**config.mk**
```make
export PLATFORM = sky130hd
export DESIGN_NAME = fios_mm_sequencer_flat
export DESIGN_NICKNAME = d
export VERILOG_FILES = /design/src/rtl/fios_mm_sequencer_if.sv /design/src/rtl/fios_mm_sequencer.sv /design/src/flat_wrapper.sv
export SDC_FILE = /design/constraint.sdc
export NUM_CORES = 1
export LEC_CHECK = 0
export CORE_MARGIN = 1
export CORE_UTILIZATION = 63
export DETAILED_ROUTE_END_ITERATION = 6
export DONT_BUFFER_PORTS = 1
export HOLD_SLACK_MARGIN = 0.1
export PLACE_DENSITY_LB_ADDON = 0.08
export SLEW_MARGIN = 20
export SYNTH_ARGS = -nofsm -noshare
export SYNTH_HDL_FRONTEND = slang
export SYNTH_SLANG_ARGS = --single-unit
```
**constraint.sdc**
```tcl
create_clock -name clock_i -period 3 [get_ports clock_i]
set_clock_uncertainty 0.2 [all_clocks]
set_input_delay 0.6 -clock clock_i [delete_from_list [all_inputs] [get_ports clock_i]]
set_output_delay 0.6 -clock clock_i [all_outputs]
set_load 0.05 [all_outputs]
```
**src/rtl/fios_mm_sequencer_if.sv**
```systemverilog
// Host / multiplier-facing signal bundle of the FIOS operand/result sequencer.
// The slave modport is the sequencer; the master modport is the host plus multiplier side.
interface fios_mm_sequencer_if #(
  parameter int WORD_WIDTH = 17,
  parameter int PE_NB      = 8
);
  // Handshake: a load word transfers on a rising edge where load_valid_i && load_ready_o;
  // valid must not depend on ready. The RES stream is valid-only, without backpressure.
  logic                        load_valid_i;
  logic                        load_ready_o;
  logic [1:0]                  load_sel_i;
  logic [WORD_WIDTH-1:0]       load_data_i;
  logic                        go_i;
  logic                        busy_o;
  logic                        mm_start_o;
  logic [PE_NB*WORD_WIDTH-1:0] mm_a_o;
  logic                        mm_a_shift_i;
  logic                        mm_b_fetch_i;
  logic                        mm_p_fetch_i;
  logic [WORD_WIDTH-1:0]       mm_b_o;
  logic [WORD_WIDTH-1:0]       mm_p_o;
  logic                        mm_res_push_i;
  logic [WORD_WIDTH-1:0]       mm_res_i;
  logic                        mm_done_i;
  logic                        res_valid_o;
  logic [WORD_WIDTH-1:0]       res_data_o;
  logic                        res_last_o;
  logic                        done_o;
  logic                        err_o;
  logic [1:0]                  dbg_state_o;

  modport slave (
    input  load_valid_i, load_sel_i, load_data_i, go_i, mm_a_shift_i, mm_b_fetch_i,
           mm_p_fetch_i, mm_res_push_i, mm_res_i, mm_done_i,
    output load_ready_o, busy_o, mm_start_o, mm_a_o, mm_b_o, mm_p_o, res_valid_o,
           res_data_o, res_last_o, done_o, err_o, dbg_state_o
  );

  modport master (
    output load_valid_i, load_sel_i, load_data_i, go_i, mm_a_shift_i, mm_b_fetch_i,
           mm_p_fetch_i, mm_res_push_i, mm_res_i, mm_done_i,
    input  load_ready_o, busy_o, mm_start_o, mm_a_o, mm_b_o, mm_p_o, res_valid_o,
           res_data_o, res_last_o, done_o, err_o, dbg_state_o
  );
endinterface

```
**src/rtl/fios_mm_sequencer.sv**
```systemverilog
// Operand/result sequencer for one FIOS Montgomery multiplier: buffers a/b/p, serves the
// multiplier's window and word fetches, forwards RES words and reports done/error/timeout.
module fios_mm_sequencer #(
  parameter int s          = 8,
  parameter int WORD_WIDTH = 17,
  parameter int PE_NB      = 8,
  parameter int TIMEOUT    = 4096
) (
  input logic                clock_i,
  input logic                reset_n_i,
  fios_mm_sequencer_if.slave bus
);
  localparam int PTR_W   = (s > 1) ? $clog2(s) : 1;
  localparam int CNT_W   = $clog2(s + 1);
  localparam int WIN_W   = $clog2(s / PE_NB + 2);
  localparam int WD_W    = $clog2(TIMEOUT);
  localparam int WIN_MAX = (s + PE_NB - 1) / PE_NB;

  typedef enum logic [1:0] {IDLE = 2'd0, START = 2'd1, RUN = 2'd2, DONE = 2'd3} state_e;

  state_e                  state_q, state_d;
  logic [PTR_W-1:0]        wptr_q [3];
  logic [PTR_W-1:0]        wptr_d [3];
  logic [2:0]              complete_q, complete_d;
  logic [WIN_W-1:0]        win_q, win_d;
  logic [PTR_W-1:0]        b_ptr_q, b_ptr_d, p_ptr_q, p_ptr_d;
  logic [CNT_W-1:0]        res_cnt_q, res_cnt_d;
  logic [WD_W-1:0]         wd_q, wd_d;
  logic                    start_q, start_d, ready_q, ready_d, busy_q, busy_d;
  logic                    res_valid_q, res_valid_d, res_last_q, res_last_d;
  logic                    done_q, done_d, err_q, err_d;
  logic [WORD_WIDTH-1:0]   res_data_q, res_data_d;
  logic [WORD_WIDTH-1:0]   mem_q [3][s];
  logic [PE_NB*WORD_WIDTH-1:0] a_win;
  logic                    load_fire, mem_we;

  function automatic logic [PTR_W-1:0] ptr_inc(input logic [PTR_W-1:0] p);
    return (p == PTR_W'(s - 1)) ? '0 : p + 1'b1;
  endfunction

  assign load_fire = bus.load_valid_i && ready_q && (state_q == IDLE);
  assign mem_we    = load_fire && (bus.load_sel_i != 2'd3);

  always_comb begin
    state_d     = state_q;
    wptr_d      = wptr_q;
    complete_d  = complete_q;
    win_d       = win_q;
    b_ptr_d     = b_ptr_q;
    p_ptr_d     = p_ptr_q;
    res_cnt_d   = res_cnt_q;
    wd_d        = wd_q;
    res_data_d  = res_data_q;
    start_d     = 1'b0;
    res_valid_d = 1'b0;
    res_last_d  = 1'b0;
    done_d      = 1'b0;
    err_d       = 1'b0;
    case (state_q)
      IDLE: begin
        if (load_fire) begin
          if (bus.load_sel_i == 2'd3) begin
            err_d = 1'b1;
          end else begin
            wptr_d[bus.load_sel_i] = ptr_inc(wptr_q[bus.load_sel_i]);
            if (wptr_q[bus.load_sel_i] == PTR_W'(s - 1)) complete_d[bus.load_sel_i] = 1'b1;
          end
        end
        // go looks at the flags as they were before any same-cycle write
        if (bus.go_i) begin
          if (&complete_q) begin
            state_d = START;
            start_d = 1'b1;
          end else begin
            err_d = 1'b1;
          end
        end
      end
      START: begin
        win_d     = '0;
        b_ptr_d   = '0;
        p_ptr_d   = '0;
        res_cnt_d = '0;
        wd_d      = '0;
        state_d   = RUN;
      end
      RUN: begin
        if (bus.mm_a_shift_i && (win_q != WIN_W'(WIN_MAX))) win_d = win_q + 1'b1;
        if (bus.mm_b_fetch_i) b_ptr_d = ptr_inc(b_ptr_q);
        if (bus.mm_p_fetch_i) p_ptr_d = ptr_inc(p_ptr_q);
        if (bus.mm_res_push_i) begin
          if (res_cnt_q != CNT_W'(s)) begin
            res_valid_d = 1'b1;
            res_data_d  = bus.mm_res_i;
            res_last_d  = (res_cnt_q == CNT_W'(s - 1));
            res_cnt_d   = res_cnt_q + 1'b1;
          end else begin
            err_d = 1'b1;
          end
        end
        // a done in the final watchdog cycle still completes normally
        if (bus.mm_done_i) begin
          state_d = DONE;
          done_d  = 1'b1;
          if (res_cnt_d != CNT_W'(s)) err_d = 1'b1;
        end else if (wd_q == WD_W'(TIMEOUT - 1)) begin
          state_d = IDLE;
          err_d   = 1'b1;
        end else begin
          wd_d = wd_q + 1'b1;
        end
      end
      DONE: state_d = IDLE;
      default: state_d = IDLE;
    endcase
    ready_d = (state_d == IDLE);
    busy_d  = (state_d != IDLE);
  end

  always_ff @(posedge clock_i or negedge reset_n_i) begin
    if (!reset_n_i) begin
      state_q     <= IDLE;
      wptr_q      <= '{default: '0};
      complete_q  <= '0;
      win_q       <= '0;
      b_ptr_q     <= '0;
      p_ptr_q     <= '0;
      res_cnt_q   <= '0;
      wd_q        <= '0;
      start_q     <= 1'b0;
      ready_q     <= 1'b0;
      busy_q      <= 1'b0;
      res_valid_q <= 1'b0;
      res_last_q  <= 1'b0;
      res_data_q  <= '0;
      done_q      <= 1'b0;
      err_q       <= 1'b0;
    end else begin
      state_q     <= state_d;
      wptr_q      <= wptr_d;
      complete_q  <= complete_d;
      win_q       <= win_d;
      b_ptr_q     <= b_ptr_d;
      p_ptr_q     <= p_ptr_d;
      res_cnt_q   <= res_cnt_d;
      wd_q        <= wd_d;
      start_q     <= start_d;
      ready_q     <= ready_d;
      busy_q      <= busy_d;
      res_valid_q <= res_valid_d;
      res_last_q  <= res_last_d;
      res_data_q  <= res_data_d;
      done_q      <= done_d;
      err_q       <= err_d;
    end
  end

  // Operand storage is plain RAM: contents survive reset, only pointers and flags clear.
  always_ff @(posedge clock_i) begin
    if (mem_we) mem_q[bus.load_sel_i][wptr_q[bus.load_sel_i]] <= bus.load_data_i;
  end

  always_comb begin
    a_win = '0;
    if (state_q == RUN) begin
      for (int j = 0; j < PE_NB; j++) begin
        if (int'(win_q) * PE_NB + j < s)
          a_win[j*WORD_WIDTH +: WORD_WIDTH] = mem_q[0][PTR_W'(int'(win_q) * PE_NB + j)];
      end
    end
  end

  assign bus.mm_a_o       = a_win;
  assign bus.mm_b_o       = (state_q == RUN) ? mem_q[1][b_ptr_q] : '0;
  assign bus.mm_p_o       = (state_q == RUN) ? mem_q[2][p_ptr_q] : '0;
  assign bus.load_ready_o = ready_q;
  assign bus.busy_o       = busy_q;
  assign bus.mm_start_o   = start_q;
  assign bus.res_valid_o  = res_valid_q;
  assign bus.res_data_o   = res_data_q;
  assign bus.res_last_o   = res_last_q;
  assign bus.done_o       = done_q;
  assign bus.err_o        = err_q;
  assign bus.dbg_state_o  = state_q;
endmodule

```
**src/flat_wrapper.sv**
```systemverilog
// flat-port wrapper written by rule: the top's interface ports become plain ports
module fios_mm_sequencer_flat 
#(
  parameter int s          = 8,
  parameter int WORD_WIDTH = 17,
  parameter int PE_NB      = 8,
  parameter int TIMEOUT    = 4096
)
  (clock_i, reset_n_i, bus_load_valid_i, bus_load_sel_i, bus_load_data_i, bus_go_i, bus_mm_a_shift_i, bus_mm_b_fetch_i, bus_mm_p_fetch_i, bus_mm_res_push_i, bus_mm_res_i, bus_mm_done_i, bus_load_ready_o, bus_busy_o, bus_mm_start_o, bus_mm_a_o, bus_mm_b_o, bus_mm_p_o, bus_res_valid_o, bus_res_data_o, bus_res_last_o, bus_done_o, bus_err_o, bus_dbg_state_o);
  fios_mm_sequencer_if #(.WORD_WIDTH(WORD_WIDTH), .PE_NB(PE_NB)) bus_i ();
  input logic clock_i;
  input logic reset_n_i;
  input wire logic [$bits(bus_i.load_valid_i)-1:0] bus_load_valid_i;
  input wire logic [$bits(bus_i.load_sel_i)-1:0] bus_load_sel_i;
  input wire logic [$bits(bus_i.load_data_i)-1:0] bus_load_data_i;
  input wire logic [$bits(bus_i.go_i)-1:0] bus_go_i;
  input wire logic [$bits(bus_i.mm_a_shift_i)-1:0] bus_mm_a_shift_i;
  input wire logic [$bits(bus_i.mm_b_fetch_i)-1:0] bus_mm_b_fetch_i;
  input wire logic [$bits(bus_i.mm_p_fetch_i)-1:0] bus_mm_p_fetch_i;
  input wire logic [$bits(bus_i.mm_res_push_i)-1:0] bus_mm_res_push_i;
  input wire logic [$bits(bus_i.mm_res_i)-1:0] bus_mm_res_i;
  input wire logic [$bits(bus_i.mm_done_i)-1:0] bus_mm_done_i;
  output wire logic [$bits(bus_i.load_ready_o)-1:0] bus_load_ready_o;
  output wire logic [$bits(bus_i.busy_o)-1:0] bus_busy_o;
  output wire logic [$bits(bus_i.mm_start_o)-1:0] bus_mm_start_o;
  output wire logic [$bits(bus_i.mm_a_o)-1:0] bus_mm_a_o;
  output wire logic [$bits(bus_i.mm_b_o)-1:0] bus_mm_b_o;
  output wire logic [$bits(bus_i.mm_p_o)-1:0] bus_mm_p_o;
  output wire logic [$bits(bus_i.res_valid_o)-1:0] bus_res_valid_o;
  output wire logic [$bits(bus_i.res_data_o)-1:0] bus_res_data_o;
  output wire logic [$bits(bus_i.res_last_o)-1:0] bus_res_last_o;
  output wire logic [$bits(bus_i.done_o)-1:0] bus_done_o;
  output wire logic [$bits(bus_i.err_o)-1:0] bus_err_o;
  output wire logic [$bits(bus_i.dbg_state_o)-1:0] bus_dbg_state_o;
  assign bus_i.load_valid_i = bus_load_valid_i;
  assign bus_i.load_sel_i = bus_load_sel_i;
  assign bus_i.load_data_i = bus_load_data_i;
  assign bus_i.go_i = bus_go_i;
  assign bus_i.mm_a_shift_i = bus_mm_a_shift_i;
  assign bus_i.mm_b_fetch_i = bus_mm_b_fetch_i;
  assign bus_i.mm_p_fetch_i = bus_mm_p_fetch_i;
  assign bus_i.mm_res_push_i = bus_mm_res_push_i;
  assign bus_i.mm_res_i = bus_mm_res_i;
  assign bus_i.mm_done_i = bus_mm_done_i;
  assign bus_load_ready_o = bus_i.load_ready_o;
  assign bus_busy_o = bus_i.busy_o;
  assign bus_mm_start_o = bus_i.mm_start_o;
  assign bus_mm_a_o = bus_i.mm_a_o;
  assign bus_mm_b_o = bus_i.mm_b_o;
  assign bus_mm_p_o = bus_i.mm_p_o;
  assign bus_res_valid_o = bus_i.res_valid_o;
  assign bus_res_data_o = bus_i.res_data_o;
  assign bus_res_last_o = bus_i.res_last_o;
  assign bus_done_o = bus_i.done_o;
  assign bus_err_o = bus_i.err_o;
  assign bus_dbg_state_o = bus_i.dbg_state_o;
  fios_mm_sequencer #(.s(s), .WORD_WIDTH(WORD_WIDTH), .PE_NB(PE_NB), .TIMEOUT(TIMEOUT)) u_core (.clock_i(clock_i), .reset_n_i(reset_n_i), .bus(bus_i));
endmodule
```
==> results of run 1 <==
## path summary, 6_finish.rpt
path / startpoint / cells after the start / endpoint
worst max-delay path: u_core.p_ptr_q[0] / 6 / bus_mm_p_o[10]
worst min-delay path: bus_mm_b_fetch_i / 2 / u_core.b_ptr_q[1]
worst max register to register: u_core.bus.dbg_state_o[1] / 7 / u_core.mem_q[2][129]
worst min register to register: u_core.complete_q[1] / 1 / u_core.complete_q[1]
max in group asynchronous: reset_n_i / 2 / u_core.b_ptr_q[0]
min in group asynchronous: reset_n_i / 2 / u_core.bus.done_o
## cell usage after synthesis, types with 5 or more instances
cell type  count
nor2_1        68
ha_1          15
nor2b_1        6
clkbuf_1      51
o21ai_0       18
nand4_1       12
edfxtp_1     408
nand3_1        5
mux4_2        68
and3_1       137
inv_1         14
nand2_1       27
mux2_2        27
a21oi_1        9
dfrtp_1       62
mux2i_1       49
buf_2         11
## power by group
| group | leakage (nW) | internal (mW) | switching [mW] |
|---|---|---|---|
| Clock | 0.652 | 3.02 | 2.26 |
| Combinational | 3.45 | 4.27 | 6.11 |
| Sequential | 4.45 | 7.47 | 0.726 |
| Total | 8.55 | 14.8 | 9.09 |
## kinds of logic (layout without fill, tap and decap cells)
| logic type | count (synthesis) | count (layout) | synth area share, % |
|---|---|---|---|
| flip-flops | 470 | 470 | 74.3 |
| AND/OR/NAND/NOR | 287 | 287 | 8.55 |
| multiplexers | 144 | 144 | 12.5 |
| buffers and inverters | 81 | 289 | 1.71 |
| AO/OA/AOI/OAI | 53 | 53 | 1.85 |
| adder cells (fa/ha/maj) | 15 | 15 | 1.01 |
| XOR/XNOR | 1 | 1 | 0.0472 |
## stage by stage
step	utilization, %	cell area [sq um]	setup TNS, ns	worst slack [ns]	hold WS [ns]
finish	81.5	23500	-0.128	-0.0480	0.118
global route	81.5	23500	-1.08	-0.116	0.124
floorplan	-	18800	-21.26	-0.0902	0.104
global placement	74.2	21400	0	0.324	0.107
CTS	80.9	23300	-0.114	-0.0484	0.110
detailed placement	74.2	21400	0	0.289	0.107
## layout make-up
type | instances | area share [%]
Clock inverter | 9 | 0.388
Sequential cell | 470 | 58.7
Multi-Input combinational cell | 500 | 20.2
Timing Repair Buffer | 199 | 13.1
Inverter | 15 | 0.239
Clock buffer | 66 | 5.29
Tap cell | 384 | 2.04
## what timing repair did
action                                  4_1_cts  5_1_grt
gates cloned                                  0        2
hold buffers                                 39        0
endpoints found under the hold margin       494        0
pin swaps                                     1        1
resized for setup                            13       18
buffers inserted                              8        4
endpoints found under the setup margin      149      198
## worst register-to-register path: cells and delay by family, from the launching register on
kind | cells | cell delay [ns]
AO/OA/AOI/OAI | 1 | 0.36
adder cells (fa/ha/maj) | 1 | 0.23
buffers and inverters | 2 | 0.47
flip-flops | 1 | 0.39
AND/OR/NAND/NOR | 3 | 0.72
## routing by layer
layer / routed length [um] / track usage [%]
met1: 17000 / 38.3
met2: 22900 / 49.0
met3: 4630 / 9.89
met4: 1200 / 10.1
met5: 0 / 0
## state kept, by name, indices dropped and copies added, names as in the netlist, 2 cells and up
| name | flops |
|---|---|
| u_core.win_q | 2 |
| u_core.bus.dbg_state_o | 2 |
| u_core.res_cnt_q | 4 |
| u_core.bus.res_data_o | 17 |
| u_core.wptr_q | 9 |
| u_core.p_ptr_q | 3 |
| u_core.complete_q | 3 |
| u_core.b_ptr_q | 3 |
| u_core.mem_q | 408 |
| u_core.wd_q | 12 |
==> reports/qor.yml, run 1 <==
placement:
  gp_congestion: 0.829
  dpl.cell_count: 1515
  hpwl_mm: 24.6
  numPortBuffers: 0
routing:
  ant_nets: 0
  routed_wl_mm: 45.7
  via_per_inst: 6.44
  drt_iter0_markers: 1136
  post_drt_wl_per_cell_um: 27.8
  first_pass_iters: 6
  vias: 10573
  drcViolationCount: 0
synthesis:
  synth_cell_types: 56
  synth_flop_cell: "edfxtp_1"
  synth_edf_count: 408
  syn_nets: 1111
  synth_top_area_share_pct: 66.0
  async_reset_ff_share_pct: 13.2
  synth_area_sq_mm: 0.0186
  ys_top_cells_by_area: "edfxtp_1 66%, dfrtp_1 8.4%, mux4_2 8.2%"
  ys_warn_count: 0
  syn_inst: 1051
  synth.yosys.seq_area_share_pct: 74.3
  yosysTopAreaCell: "edfxtp_1"
  synth-seq-cells: 470
  avgSynthCellArea_sq_um: 17.7
timing:
  fmax_mhz: 328
  worstMarginPinSlew_ns: 1.22
  period_needed_ns: 3.05
  maxSlewHeadroom_pct: 18.5
  finalHoldViolCount: 0
  setup_slack_ns: -0.0480
  fin_crit_sh_pct: 102
  drv_slew: 0
  rsz0062_at_grt: "yes"
  finalSetupViolCount: 7
power:
  finalPower_mw: 23.9
  powerDensity_mw_per_mm2: 1010
  ir_drop_uv: 720
  p_leak_nw: 8.55
cts:
  cts_buffer_depth: 3
  cts_tree: "built"
  htree_levels: 2
  clock_sinks: 470
  cts_root_buf: "clkbuf_16"
  clkTransAtPathRegs_ns: 0.06
  clk-insertion-delay-late_ns: 0.54
  cts_made_buffers: 44
worst_setup_path:
  worst-path-buf-inv: 3
  worstSetupPathType: "reg -> out"
  cp_top_family: "multiplexers"
  end_kind: "output pin"
  crit_fanout: 12
  cpMostUsedCell: "buf_12"
  cp.required_ns: 2.20
  cp.arrival_ns: 2.25
  slowest_delay_ns: 0.50
  path_cells: "buf_12 > buf_4 > mux4_2 > mux2i_1 > nor2_2 > buf_12"
  reg2reg_setup_slack_ns: 0.29
  slowest_stage: "mux4_2"
  worst_setup_path_start_kind: "register"
cells_and_area:
  instances_no_fill: 1643
  multi_input_area_sq_mm: 0.00476
  antenna_cells: 0
  layout.cells.most_common_list: "408 x edfxtp_1, 115 x buf_12, 70 x and3_2, 68 x mux4_2, 67 x and3_1"
  final_common_cell: "edfxtp_1"
  ff_latch_area_sq_mm: 0.0138
  fin_nets: 1290
  areaGrowthSynthToFinish_pct: 26.6
  num-fill-cells: 1401
  drive_gt1_share_pct: 36.2
floorplanning:
  fp.dieArea_sq_mm: 0.0302
  die_y_um: 174
  die_w_um: 174
  start_util_pct: 64.4
  io_pins: 241
  num_rows: 62
  core_sq_mm: 0.0289
global_routing:
  grt_pass1_wl_mm: 66.0
  grt_max_degree: 76
  antenna_found_initial: 0
  overflow: 0
  grt_pass1_vias: 10745
  track_usage_pct: 30.0
hold_path:
  hold_class: "in -> reg"
status:
  violations: "setup timing"
  status: "complete, but fails checks"
flow_run:
  drv_cap: 0
Note: power is estimated with default switching activity, not from simulation.
==> run 2: changes to the inputs <==
--- a/config.mk
+++ b/config.mk
@@ -10,7 +10,9 @@
 export DETAILED_ROUTE_END_ITERATION = 6
 export DONT_BUFFER_PORTS = 1
 export HOLD_SLACK_MARGIN = 0.1
+export MAX_ROUTING_LAYER = met4
 export PLACE_DENSITY_LB_ADDON = 0.08
+export RECOVER_POWER = 25
 export SLEW_MARGIN = 20
 export SYNTH_ARGS = -nofsm -noshare
 export SYNTH_HDL_FRONTEND = slang
==> reports/qor.yml, run 2 (same netlist as run 1, synthesis figures left out) <==
power:
  switching_share_pct: 38.2  # +0.057 points
  p_int_mw: 14.7  # -0.11%
  p_leak_nw: 8.49  # -0.77%
  powerDensity_mw_per_mm2: 1020  # +0.51%
  power.net_switching_mw: 9.11  # +0.13%
  comb_power_share_pct: 43.5  # about the same
  clkPwrFrac_pct: 22.1  # about the same
  seq_power_share_pct: 34.4  # about the same
  ir_drop_uv: 722  # +0.28%
global_routing:
  grt_pass1_vias: 10784  # +0.36%
  antenna_found_initial: 0  # unchanged
  track_usage_pct: 30.9  # +0.94 points
  grt_pass1_wl_mm: 65.9  # -0.21%
  overflow: 0  # unchanged
  grt_max_degree: 76  # unchanged
timing:
  fin_crit_sh_pct: 102  # about the same
  period_needed_ns: 3.05  # -0.00117 ns
  maxSlewHeadroom_pct: -14.7  # -33 points
  finalSetupViolCount: 6  # -1
  whs_ns: 0.119  # +0.000819 ns
  fin_tns_setup_ns: -0.105  # +0.0234 ns
  drv_slew: 163  # +163
  worstMarginPinSlew_ns: 1.72  # +0.503 ns
  setup_slack_ns: -0.0468  # +0.00117 ns
  fmax_mhz: 328  # about the same
  finalHoldViolCount: 0  # unchanged
  rsz0062_at_grt: "yes"
floorplanning:
  start_util_pct: 64.4  # unchanged
  core_sq_mm: 0.0289  # unchanged
  io_pins: 241  # unchanged
  die_y_um: 174  # unchanged
  num_rows: 62  # unchanged
  die_w_um: 174  # unchanged
  fp.dieArea_sq_mm: 0.0302  # unchanged
cells_and_area:
  num-fill-cells: 1415  # +1.0%
  areaGrowthSynthToFinish_pct: 25.9
  layout.cells.most_common_list: "408 x edfxtp_1, 109 x buf_12, 70 x and3_2, 68 x mux4_2, 67 x and3_1"
  largest_reg_flops: 408  # unchanged
  drive_gt1_share_pct: 35.5  # -0.71 points
  final_common_cell: "edfxtp_1"
  multi_input_area_sq_mm: 0.00476  # unchanged
  fin_nets: 1290  # unchanged
  ff_latch_area_sq_mm: 0.0138  # unchanged
  antenna_cells: 0  # unchanged
cts:
  cts_root_buf: "clkbuf_16"
  cts_tree: "built"
  clock_sinks: 470  # unchanged
  clkTransAtPathRegs_ns: 0.06  # about the same
  cts_buffer_depth: 3  # unchanged
  htree_levels: 2  # unchanged
  clk-insertion-delay-late_ns: 0.54  # about the same
  cts_made_buffers: 44  # unchanged
worst_setup_path:
  worstSetupPathType: "reg -> out"
  end_kind: "output pin"
  reg2reg_depth: 7  # unchanged
  r2r_start: "u_core.bus.dbg_state_o[1]"
  crit_fanout: 12  # unchanged
  cp.required_ns: 2.20  # about the same
  rr_endpoint: "u_core.mem_q[1][28]"
  worst_setup_path_start_kind: "register"
  cp.arrival_ns: 2.25  # about the same
  reg2reg_setup_slack_ns: 0.29  # about the same
placement:
  gp_congestion: 0.841  # +1.5%
  hpwl_mm: 24.6  # unchanged
  numPortBuffers: 0  # unchanged
routing:
  via_per_inst: 6.50  # +0.96%
  routed_wl_mm: 45.9  # +0.41%
  drt_iter0_markers: 1103  # -2.9%
  first_pass_iters: 5  # -1
  drcViolationCount: 0  # unchanged
  post_drt_wl_per_cell_um: 27.9  # +0.41%
  vias: 10675  # +0.96%
  ant_nets: 0  # unchanged
status:
  violations: "capacitance limit, slew limit, setup timing"
  status: "complete, but fails checks"
hold_path:
  hold_class: "in -> reg"
  hp-start: "bus_mm_b_fetch_i"
  whs_path_depth: 2  # unchanged
  hold_path_end: "u_core.b_ptr_q[1]"
flow_run:
  drv_cap: 6  # +6
## run 2: cell types whose count changed in the layout (fill, tap and decap cells not counted)
cell / change
buf_12: -6
buf_16: -1
buf_2: -3
clkbuf_1: +9
clkbuf_2: +1
## run 2: worst max-delay path by stage
stage                                   start  cells past startpoint  slack, ns                  end
floorplan           u_core.bus.dbg_state_o[0]                      7      -0.09        bus_mm_b_o[0]
global placement            u_core.b_ptr_q[0]                      5       0.32       bus_mm_b_o[15]
detailed placement  u_core.bus.dbg_state_o[0]                      7       0.29  u_core.mem_q[2][54]
CTS                         u_core.b_ptr_q[0]                      5      -0.05       bus_mm_b_o[15]
global route                u_core.p_ptr_q[0]                      6      -0.12       bus_mm_p_o[10]
finish                      u_core.p_ptr_q[0]                      6      -0.05       bus_mm_p_o[10]
## run 2: area by class of cell
cell class,instances,area share [%]
inverter,15,0.241
multi-input combinational,500,20.3
timing repair buffer,199,12.6
clock inverter,9,0.390
clock buffer,66,5.32
tap,384,2.05
sequential,470,59.0
## run 2: critical path: stages, from the launching register on
cell	delay (ns)
dfrtp_2	0.43
buf_12	0.18
buf_4	0.12
mux4_2	0.49
mux2i_1	0.20
nor2_2	0.10
buf_12	0.17
## run 2: timing repair
item | in CTS | in global routing
setup buffers | 8 | 4
pin swaps | 1 | 1
gates resized for setup | 13 | 18
endpoints found under the hold margin | 494 | 0
gates cloned | 0 | 2
setup endpoints to repair | 149 | 198
hold buffers | 39 | 0
## run 2: per-stage QoR
| step | power, mW | setup slack (ns) | cells | utilization [%] | cell area [sq um] |
|---|---|---|---|---|---|
| 3_3_place_gp | 17.7 | 0.324 | 1515 | 74.2 | 21400 |
| 3_5_place_dp | 17.9 | 0.289 | 1515 | 74.2 | 21400 |
| 2_1_floorplan | 14.4 | -0.0902 | 1051 | - | 18800 |
| 4_1_cts | 23.5 | -0.0484 | 1637 | 80.9 | 23300 |
| 6_report | 23.8 | -0.0468 | 1643 | 81.1 | 23400 |
| 5_1_grt | 24.6 | -0.116 | 1643 | 81.1 | 23400 |
## run 2: routing by layer
metal  part of all wire (%)  track usage (%)  vias up
met5                      0                -        -
met4                    2.8             10.1        0
met3                    9.6             9.01       95
met2                     50             49.2      621
met1                     38             38.7     5480
li1                       -                -     4479
## run 2: power by group through the flow
| stage | logic (mW) | registers (mW) | clock network [mW] |
|---|---|---|---|
| after floorplan | 6.12 | 8.31 | 0 |
| after global placement | 9.42 | 8.33 | 0 |
| after CTS | 10.0 | 8.19 | 5.29 |
| final | 10.4 | 8.20 | 5.28 |
| after global routing | 10.8 | 8.23 | 5.55 |
| after detailed placement | 9.52 | 8.34 | 0 |
